**config.mk**
```make
export PLATFORM = sky130hd
export DESIGN_NAME = alu_result_stage
export DESIGN_NICKNAME = d
export VERILOG_FILES = /design/src/rtl/alu_pkg.sv /design/src/rtl/alu_flag_gen.sv /design/src/rtl/alu_result_stage.sv
export SDC_FILE = /design/constraint.sdc
export NUM_CORES = 1
export LEC_CHECK = 0
export ABC_AREA = 1
export ABC_CLOCK_PERIOD_IN_PS = 4500
export BUFFER_PORTS_ARGS = -buffer_cell sky130_fd_sc_hd__buf_2
export CELL_PAD_IN_SITES_DETAIL_PLACEMENT = 0
export CELL_PAD_IN_SITES_GLOBAL_PLACEMENT = 2
export CORE_MARGIN = 2
export CORE_UTILIZATION = 27
export CTS_CLUSTER_SIZE = 25
export DETAILED_ROUTE_END_ITERATION = 16
export GPL_TIMING_DRIVEN = 0
export PLACE_DENSITY = 0.89
export SYNTH_ARGS = -nofsm -noshare
export SYNTH_HDL_FRONTEND = slang
export SYNTH_HIERARCHICAL = 1
export SYNTH_SLANG_ARGS = --single-unit
```
**constraint.sdc**
```tcl
create_clock -name clk -period 4.5 [get_ports clk]
set_clock_uncertainty 0.2 [all_clocks]
set_input_delay 0.45 -clock clk [delete_from_list [all_inputs] [get_ports clk]]
set_output_delay 0.45 -clock clk [all_outputs]
set_load 0.02 [all_outputs]
```
**src/rtl/alu_pkg.sv**
```systemverilog
// rtl/alu_pkg.sv - opcode constants and result-entry type shared by the ALU writeback stage
package alu_pkg;

  localparam int DATA_W = 32;

  localparam logic [2:0] OP_ADD = 3'd0;
  localparam logic [2:0] OP_SUB = 3'd1;
  localparam logic [2:0] OP_AND = 3'd2;
  localparam logic [2:0] OP_OR  = 3'd3;
  localparam logic [2:0] OP_XOR = 3'd4;
  localparam logic [2:0] OP_SLT = 3'd5;

  typedef struct packed {
    logic [DATA_W-1:0] res;
    logic              z;
    logic              n;
    logic              c;
    logic              v;
    logic              err;
    logic [2:0]        op;
  } alu_entry_t;

endpackage

```
**src/rtl/alu_flag_gen.sv**
```systemverilog
// rtl/alu_flag_gen.sv - combinational result select and Z/N/C/V/err flag derivation for one entry
module alu_flag_gen
  import alu_pkg::*;
#(
  parameter int W = DATA_W
) (
  input  logic [2:0]   op,
  input  logic         a_msb,
  input  logic         b_msb,
  input  logic [W-1:0] add_res,
  input  logic         add_c,
  input  logic [W-1:0] sub_res,
  input  logic         sub_c,
  input  logic [W-1:0] and_res,
  input  logic [W-1:0] or_res,
  input  logic [W-1:0] xor_res,
  input  logic [W-1:0] slt_res,
  output alu_entry_t   entry
);

  logic [W-1:0] sel;
  logic         c;
  logic         v;
  logic         err;
  logic         add_ovf;
  logic         sub_ovf;

  assign add_ovf = (a_msb == b_msb) & (add_res[W-1] != a_msb);
  // SLT reuses the subtract overflow to flag an uncorrected sign bit; it is not fixed up here.
  assign sub_ovf = (a_msb != b_msb) & (sub_res[W-1] != a_msb);

  always_comb begin
    sel = '0;
    c   = 1'b0;
    v   = 1'b0;
    err = 1'b0;
    case (op)
      OP_ADD: begin sel = add_res; c = add_c; v = add_ovf; end
      OP_SUB: begin sel = sub_res; c = sub_c; v = sub_ovf; end
      OP_AND: sel = and_res;
      OP_OR:  sel = or_res;
      OP_XOR: sel = xor_res;
      OP_SLT: begin sel = slt_res; v = sub_ovf; end
      default: err = 1'b1;
    endcase
  end

  always_comb begin
    entry     = '0;
    entry.res = sel;
    entry.z   = (sel == '0);
    entry.n   = sel[W-1];
    entry.c   = c;
    entry.v   = v;
    entry.err = err;
    entry.op  = op;
  end

endmodule

```
**src/rtl/alu_result_stage.sv**
```systemverilog
// rtl/alu_result_stage.sv - registered ALU writeback stage with skid buffer and SLT-true counter
module alu_result_stage
  import alu_pkg::*;
#(
  parameter int W     = DATA_W,
  parameter int CNT_W = 16
) (
  input  logic             clk,
  input  logic             rst_n,
  input  logic             in_valid,
  output logic             in_ready,
  input  logic [2:0]       in_op,
  input  logic             in_a_msb,
  input  logic             in_b_msb,
  input  logic [W-1:0]     add_res,
  input  logic             add_c,
  input  logic [W-1:0]     sub_res,
  input  logic             sub_c,
  input  logic [W-1:0]     and_res,
  input  logic [W-1:0]     or_res,
  input  logic [W-1:0]     xor_res,
  input  logic [W-1:0]     slt_res,
  output logic             out_valid,
  input  logic             out_ready,
  output logic [W-1:0]     out_res,
  output logic             out_z,
  output logic             out_n,
  output logic             out_c,
  output logic             out_v,
  output logic             out_err,
  input  logic             clr_cnt,
  output logic [CNT_W-1:0] slt_cnt
);

  alu_entry_t       new_entry;
  alu_entry_t       out_q;
  alu_entry_t       skid_q;
  logic             out_valid_q;
  logic             skid_empty_q;
  logic [CNT_W-1:0] cnt_q;
  logic             accept;
  logic             deliver;
  logic             cnt_hit;

  alu_flag_gen #(.W(W)) u_flag_gen (
    .op      (in_op),
    .a_msb   (in_a_msb),
    .b_msb   (in_b_msb),
    .add_res (add_res),
    .add_c   (add_c),
    .sub_res (sub_res),
    .sub_c   (sub_c),
    .and_res (and_res),
    .or_res  (or_res),
    .xor_res (xor_res),
    .slt_res (slt_res),
    .entry   (new_entry)
  );

  assign accept  = in_valid & skid_empty_q;
  assign deliver = out_valid_q & out_ready;
  assign cnt_hit = deliver & (out_q.op == OP_SLT) & out_q.res[0];

  // in_ready is the skid-empty flop itself, so out_ready never reaches it combinationally.
  always_ff @(posedge clk or negedge rst_n) begin
    if (!rst_n) begin
      out_q        <= '0;
      skid_q       <= '0;
      out_valid_q  <= 1'b0;
      skid_empty_q <= 1'b1;
    end else if (deliver) begin
      if (!skid_empty_q) begin
        out_q        <= skid_q;
        skid_empty_q <= 1'b1;
      end else if (accept) begin
        out_q <= new_entry;
      end else begin
        out_valid_q <= 1'b0;
      end
    end else if (accept) begin
      if (!out_valid_q) begin
        out_q       <= new_entry;
        out_valid_q <= 1'b1;
      end else begin
        skid_q       <= new_entry;
        skid_empty_q <= 1'b0;
      end
    end
  end

  always_ff @(posedge clk or negedge rst_n) begin
    if (!rst_n) begin
      cnt_q <= '0;
    end else if (clr_cnt) begin
      cnt_q <= '0;
    end else if (cnt_hit && (cnt_q != {CNT_W{1'b1}})) begin
      cnt_q <= cnt_q + {{(CNT_W-1){1'b0}}, 1'b1};
    end
  end

  assign in_ready  = skid_empty_q;
  assign out_valid = out_valid_q;
  assign out_res   = out_q.res;
  assign out_z     = out_q.z;
  assign out_n     = out_q.n;
  assign out_c     = out_q.c;
  assign out_v     = out_q.v;
  assign out_err   = out_q.err;
  assign slt_cnt   = cnt_q;

endmodule

```
== Word level (Yosys, flattened, before mapping) ==
Index checks and enable logic that the tools add are counted.

* $add $sub $neg: 1
* Equality and inequality tests: 15
* Bitwise operators: 7
* Reduce and logical (&&, ||, !) cells: 12
* Mux-type cells: 18

{| class="wikitable"
|+ Operators by type and width
! kind !! number
|-
| $mux 40 || 5
|-
| $pmux 32 s6 || 1
|-
| $logic_not 32->1 || 1
|-
| $mux 16 || 2
|-
| $add 16x1->16 const B || 1
|-
| $ne 16x16->1 const B || 1
|-
| $eq 3x3->1 const B || 3
|-
| $reduce_and 3->1 || 3
|-
| $mux 1 || 8
|-
| $and 1x1->1 || 6
|-
| $eq 3x2->1 const B || 2
|-
| $reduce_bool 2->1 || 3
|-
| $reduce_or 6->1 || 1
|-
| $ne 2x1->1 const B || 2
|-
| $ne 2x2->1 const B || 2
|-
| $pmux 1 s2 || 2
|-
| $eq 3x1->1 const B || 1
|-
| $logic_not 3->1 || 1
|-
| $ne 1x1->1 || 3
|-
| $reduce_and 2->1 || 1
|-
| $reduce_or 2->1 || 1
|-
| $eq 1x1->1 || 1
|-
| $logic_and 1x1->1 || 1
|-
| $not 1->1 || 1
|}

* Flip-flop bits (word level): 98
* Logic and storage cells: 70
* Input port bits: 204
* Output and inout port bits: 55

== Depth between registers and ports, before layout ==
* Depth after elaboration: 6
* Mapped depth: 18
* Mapped depth without buffers: 16

== By module ==
The synthesis kept the hierarchy.

{| class="wikitable"
|+ Modules (own cells, without submodules)
! module !! times used !! cells an instance !! seq. area each (um2) !! area an instance (um2)
|-
| alu_result_stage || 1 || 594 || 2,453.6 || 4,715.8
|-
| alu_flag_gen || 1 || 457 || 0.0 || 1,981.9
|}

== Worst setup path after synthesis ==
Ideal clock, no wire load.

* Path kind: in2reg
* Start: input in_op[1]
* End: register out_q, in the netlist out_z
* Cell stages on the path: 16
* Setup slack: 2.379 ns
* Buffers on the path: 2
* Setup time: 0.123 ns
* Data arrival time: 1.798 ns
* Data required time: 4.177 ns
* Cell sequence: buf_2 nor2_2 clkbuf_1 nand3_1 nand2_1 nor2_1 nand2_1 nor2_1 nand2_1 nor2_1 nand2_1 nor2_1 inv_1 a21oi_1 o21ai_0 nand2_1

{| class="wikitable"
|+ RTL lines
! item !! line !! RTL
|-
| start: declaration || alu_result_stage.sv:12 || <nowiki>input logic [2:0] in_op,</nowiki>
|-
| end signal: assignment || alu_result_stage.sv:73 || <nowiki>out_q <= skid_q;</nowiki>
|-
| end signal: assignment || alu_result_stage.sv:76 || <nowiki>out_q <= new_entry;</nowiki>
|-
| end signal: assignment || alu_result_stage.sv:82 || <nowiki>out_q <= new_entry;</nowiki>
|-
| end: declaration || alu_result_stage.sv:36 || <nowiki>alu_entry_t out_q;</nowiki>
|}

==> impl_results.md <==
- CP arrival: 2830 ps
- Via density: 4.588
- Top routing layer in use: met5
- Slowest CP cell: clkbuf_1
- Netlist Area Pre-Place: 0.006698 mm2
- H-tree levels: 3
- Pre-antenna DRT Iters: 5
- CTS tree: yes
- Avg Cell Area, Syn: 6.373 um2
- Register area share after synthesis: 36.63%
- Gr ovfl total: 0
- PwrDens: 383.4 mW/mm2
- Chip Width: 161.5 um
- Drt drc: 0
- RSZ-0062 raised after global routing: no
- Port bufs: 257
- Compound-gate portion of the synthesized area: 12.22%
- Met1 Wirelength: 11.95 mm
- Largest net degree at the start of global routing: 66
- Clock Tree Buf Depth: 2
- Die Area: 0.02608 mm2
- ANT nets after route: 0
- Crit path buffers/inverters: 4
- Hold WC Path Type: input port to flip-flop
- Nets: 1526
- Maxcap violations: 0
- Setup_tns: 0 ps
- Rel. slew slack: 33.79%
- Final WL: 27.44 mm
- Gr usage total: 20.76%
- P&R area growth vs syn: 31.03%
- Clk pwr share: 26.6%
- Leakage: 5.024 nW
- Post-Synthesis Cells: 1051
- Crit Path Class: input port to flip-flop
- Synth Area in Adders: 0.1868%
- Finish-stage setup viols: 0
- Synth Area in Simple Gates: 36.35%
- Initial antenna violation count: 4
- Layout cells sized above 1: 26.32%
- Yosys reg bits: 98
- Initial Util: 27.54%
- Netlist cell types: 27
- Worst Tran Pin Value: 985.6 ps
- Switch Pwr: 0.001201 W
- Row count: 57
- Initial DRC count: 456
- Final RePlAce weighted congestion: 0.8988
- Root buf cell: clkbuf_16
- Final Util: 36.09%
- HPWL after DPL: 22.33 mm
- Met3 WL: 1.458 mm
- # IOs: 259
- Num CTS Buffers: 9
- Crit-path cells: buf_2 > buf_2 > nor2_1 > clkbuf_1 > a21oi_1 > nand2_1 > nor2_1 > nand2_1 > nor2_1 > nand2_1 > nor2_1 > inv_1 > a21oi_1 > o21ai_0 > nand2_1
- Maximum resistive drop on vdd: 0.2051 mV
- Die height: 161.5 um
- Share of total power in combinational logic: 35.5%
- Crit-path max cell delay: 580 ps
- Synth Net Count: 1256
- CTS Sinks: 98
- Sw Share: 35.69%
- CP Capture Type: flip-flop
- Tmin final: 2818 ps
- First-pass GRT wire length: 41.70 mm
- CP delay by family, top: buffers and inverters
- Pwr Total: 0.003365 W
- Wire per inst: 16.61 um
- Vias in the first global route: 7551
- Worst skew pair latency: 350 ps
- Metal2 WL: 13.29 mm
- Worst setup SP type: input port
- Sequential share of power: 37.9%
- Total number of yosys warnings: 6
- Clock Pin Slew Worst Setup and Hold Paths: 70 ps
- Resized cells post-CTS: 0
- XOR/XNOR Fraction of Synth Area: 0.5231%
- Internal power: 0.002164 W
- Final worst path period share: 62.61%
- Max Fclk: 354.9 MHz
- Main combinational cell family by area after synthesis: simple AND/OR/NAND/NOR gates
- Final Hold Fails: 0
- Max FO, Critical Path: 10
- Routed via count: 7579
- Hold Slack: 131.0 ps
- Mux share of post-synthesis cell area: 0%
- Setup bufs post-CTS: 0
- Core Footprint: 0.02432 mm2
- CP required: 4510 ps
- Final Max Slew Viols: 0
- Status: finished clean
-- state kept, by name (all words and copies together), names as in the netlist --
signal	flops
skid_q	40
out_z	1
out_valid	1
slt_cnt	16
in_ready	1
out_q	3
out_c	1
out_v	1
out_res	32
out_err	1
out_n	1
-- power groups by stage --
stage | registers (W) | logic (W) | clock network [W]
after detailed placement | 0.00129 | 0.00121 | 0
final | 0.00128 | 0.00119 | 0.000895
after global placement | 0.00128 | 0.00120 | 0
after CTS | 0.00127 | 0.00121 | 0.000915
after global routing | 0.00131 | 0.00133 | 0.000953
after floorplan | 0.00127 | 0.000765 | 0
-- logic make-up (layout without fill, tap and decap cells) --
logic type,after synthesis,count (layout)
other cells,0,2
xor+xnor,4,4
flops,98,98
compound gates,160,160
buf+inv,202,477
simple gates,586,586
fa+ha+maj,1,1
-- synth_stat cells --
master	count	share of area [%]
a22o_1	1	0.13
ha_1	1	0.19
nor3_1	2	0.15
buf_1	6	0.34
inv_2	2	0.11
nand4_1	31	2.9
dfrtp_1	97	36
nand3_1	104	7.8
buf_6	1	0.17
clkinv_1	1	0.056
o2111ai_1	1	0.13
nand2_2	2	0.19
a21oi_1	62	4.6
o21bai_1	4	0.45
nand2_1	346	19
nor2_2	4	0.37
buf_4	39	4.4
nor2_4	1	0.17
or2_2	1	0.093
dfstp_2	1	0.39
xor2_1	4	0.52
buf_2	25	1.9
o21ai_0	84	6.3
nor2_1	95	5.3
clkbuf_1	27	1.5
o21ai_1	8	0.60
inv_1	101	5.7
-- cells in the final DEF (no fill, tap or decap), types with 9 or more instances in the layout --
| master | n |
|---|---|
| nand4_1 | 31 |
| buf_4 | 40 |
| dfrtp_1 | 97 |
| inv_1 | 101 |
| buf_2 | 281 |
| nor2_1 | 95 |
| clkbuf_1 | 28 |
| nand3_1 | 104 |
| nand2_1 | 346 |
| a21oi_1 | 62 |
| clkbuf_16 | 9 |
| o21ai_0 | 84 |
-- path summary, 6_finish.rpt --
check	start	to	slack [ps]	cells after the start
max reg2reg	in_ready	out_res[13]	2460	7
max in group asynchronous	rst_n	in_ready	2960	3
min	out_ready	out_valid	130	2
min in group asynchronous	rst_n	out_res[13]	400	2
min reg2reg	out_z	out_z	280	2
max	in_op[0]	out_z	1680	15
-- repair_timing --
| item | 4_1_cts | 5_1_grt |
|---|---|---|
| endpoints found under the hold margin | 33 | 0 |
| hold buffers | 1 | 0 |
| endpoints found under the setup margin | 0 | 0 |
-- area by class of cell --
cell class / count / area [um2]
Antenna cell: 2 / 5.005
Buffer: 98 / 553.0
Clock buffer: 10 / 229.0
Clock inverter: 6 / 112.6
Fill cell: 2746 / 15540
Inverter: 104 / 390.4
Multi-Input combinational cell: 751 / 3301
Sequential cell: 98 / 2454
Tap cell: 324 / 405.4
Timing Repair Buffer: 259 / 1326
-- worst register-to-register path: cells and delay by family (launching register included) --
family / cells / cell delay [ps]
simple gates: 3 / 580
buf+inv: 2 / 330
compound gates: 2 / 250
flops: 1 / 560
-- layer usage --
| layer | up-vias | global-route usage [%] |
|---|---|---|
| met5 | - | 0 |
| met4 | 2 | 6.940 |
| met3 | 33 | 3.595 |
| met2 | 247 | 35.74 |
| met1 | 3438 | 26.31 |
| li1 | 3859 | - |
-- stage by stage --
stage	setup slack (ps)	cell area [um2]	instances
after floorplan	2379	6698	1051
after global placement	1361	8389	1632
after detailed placement	1325	8419	1633
after CTS	1679	8771	1650
after global routing	1558	8776	1652
final	1683	8776	1652
(Power assumes the default switching activity.)
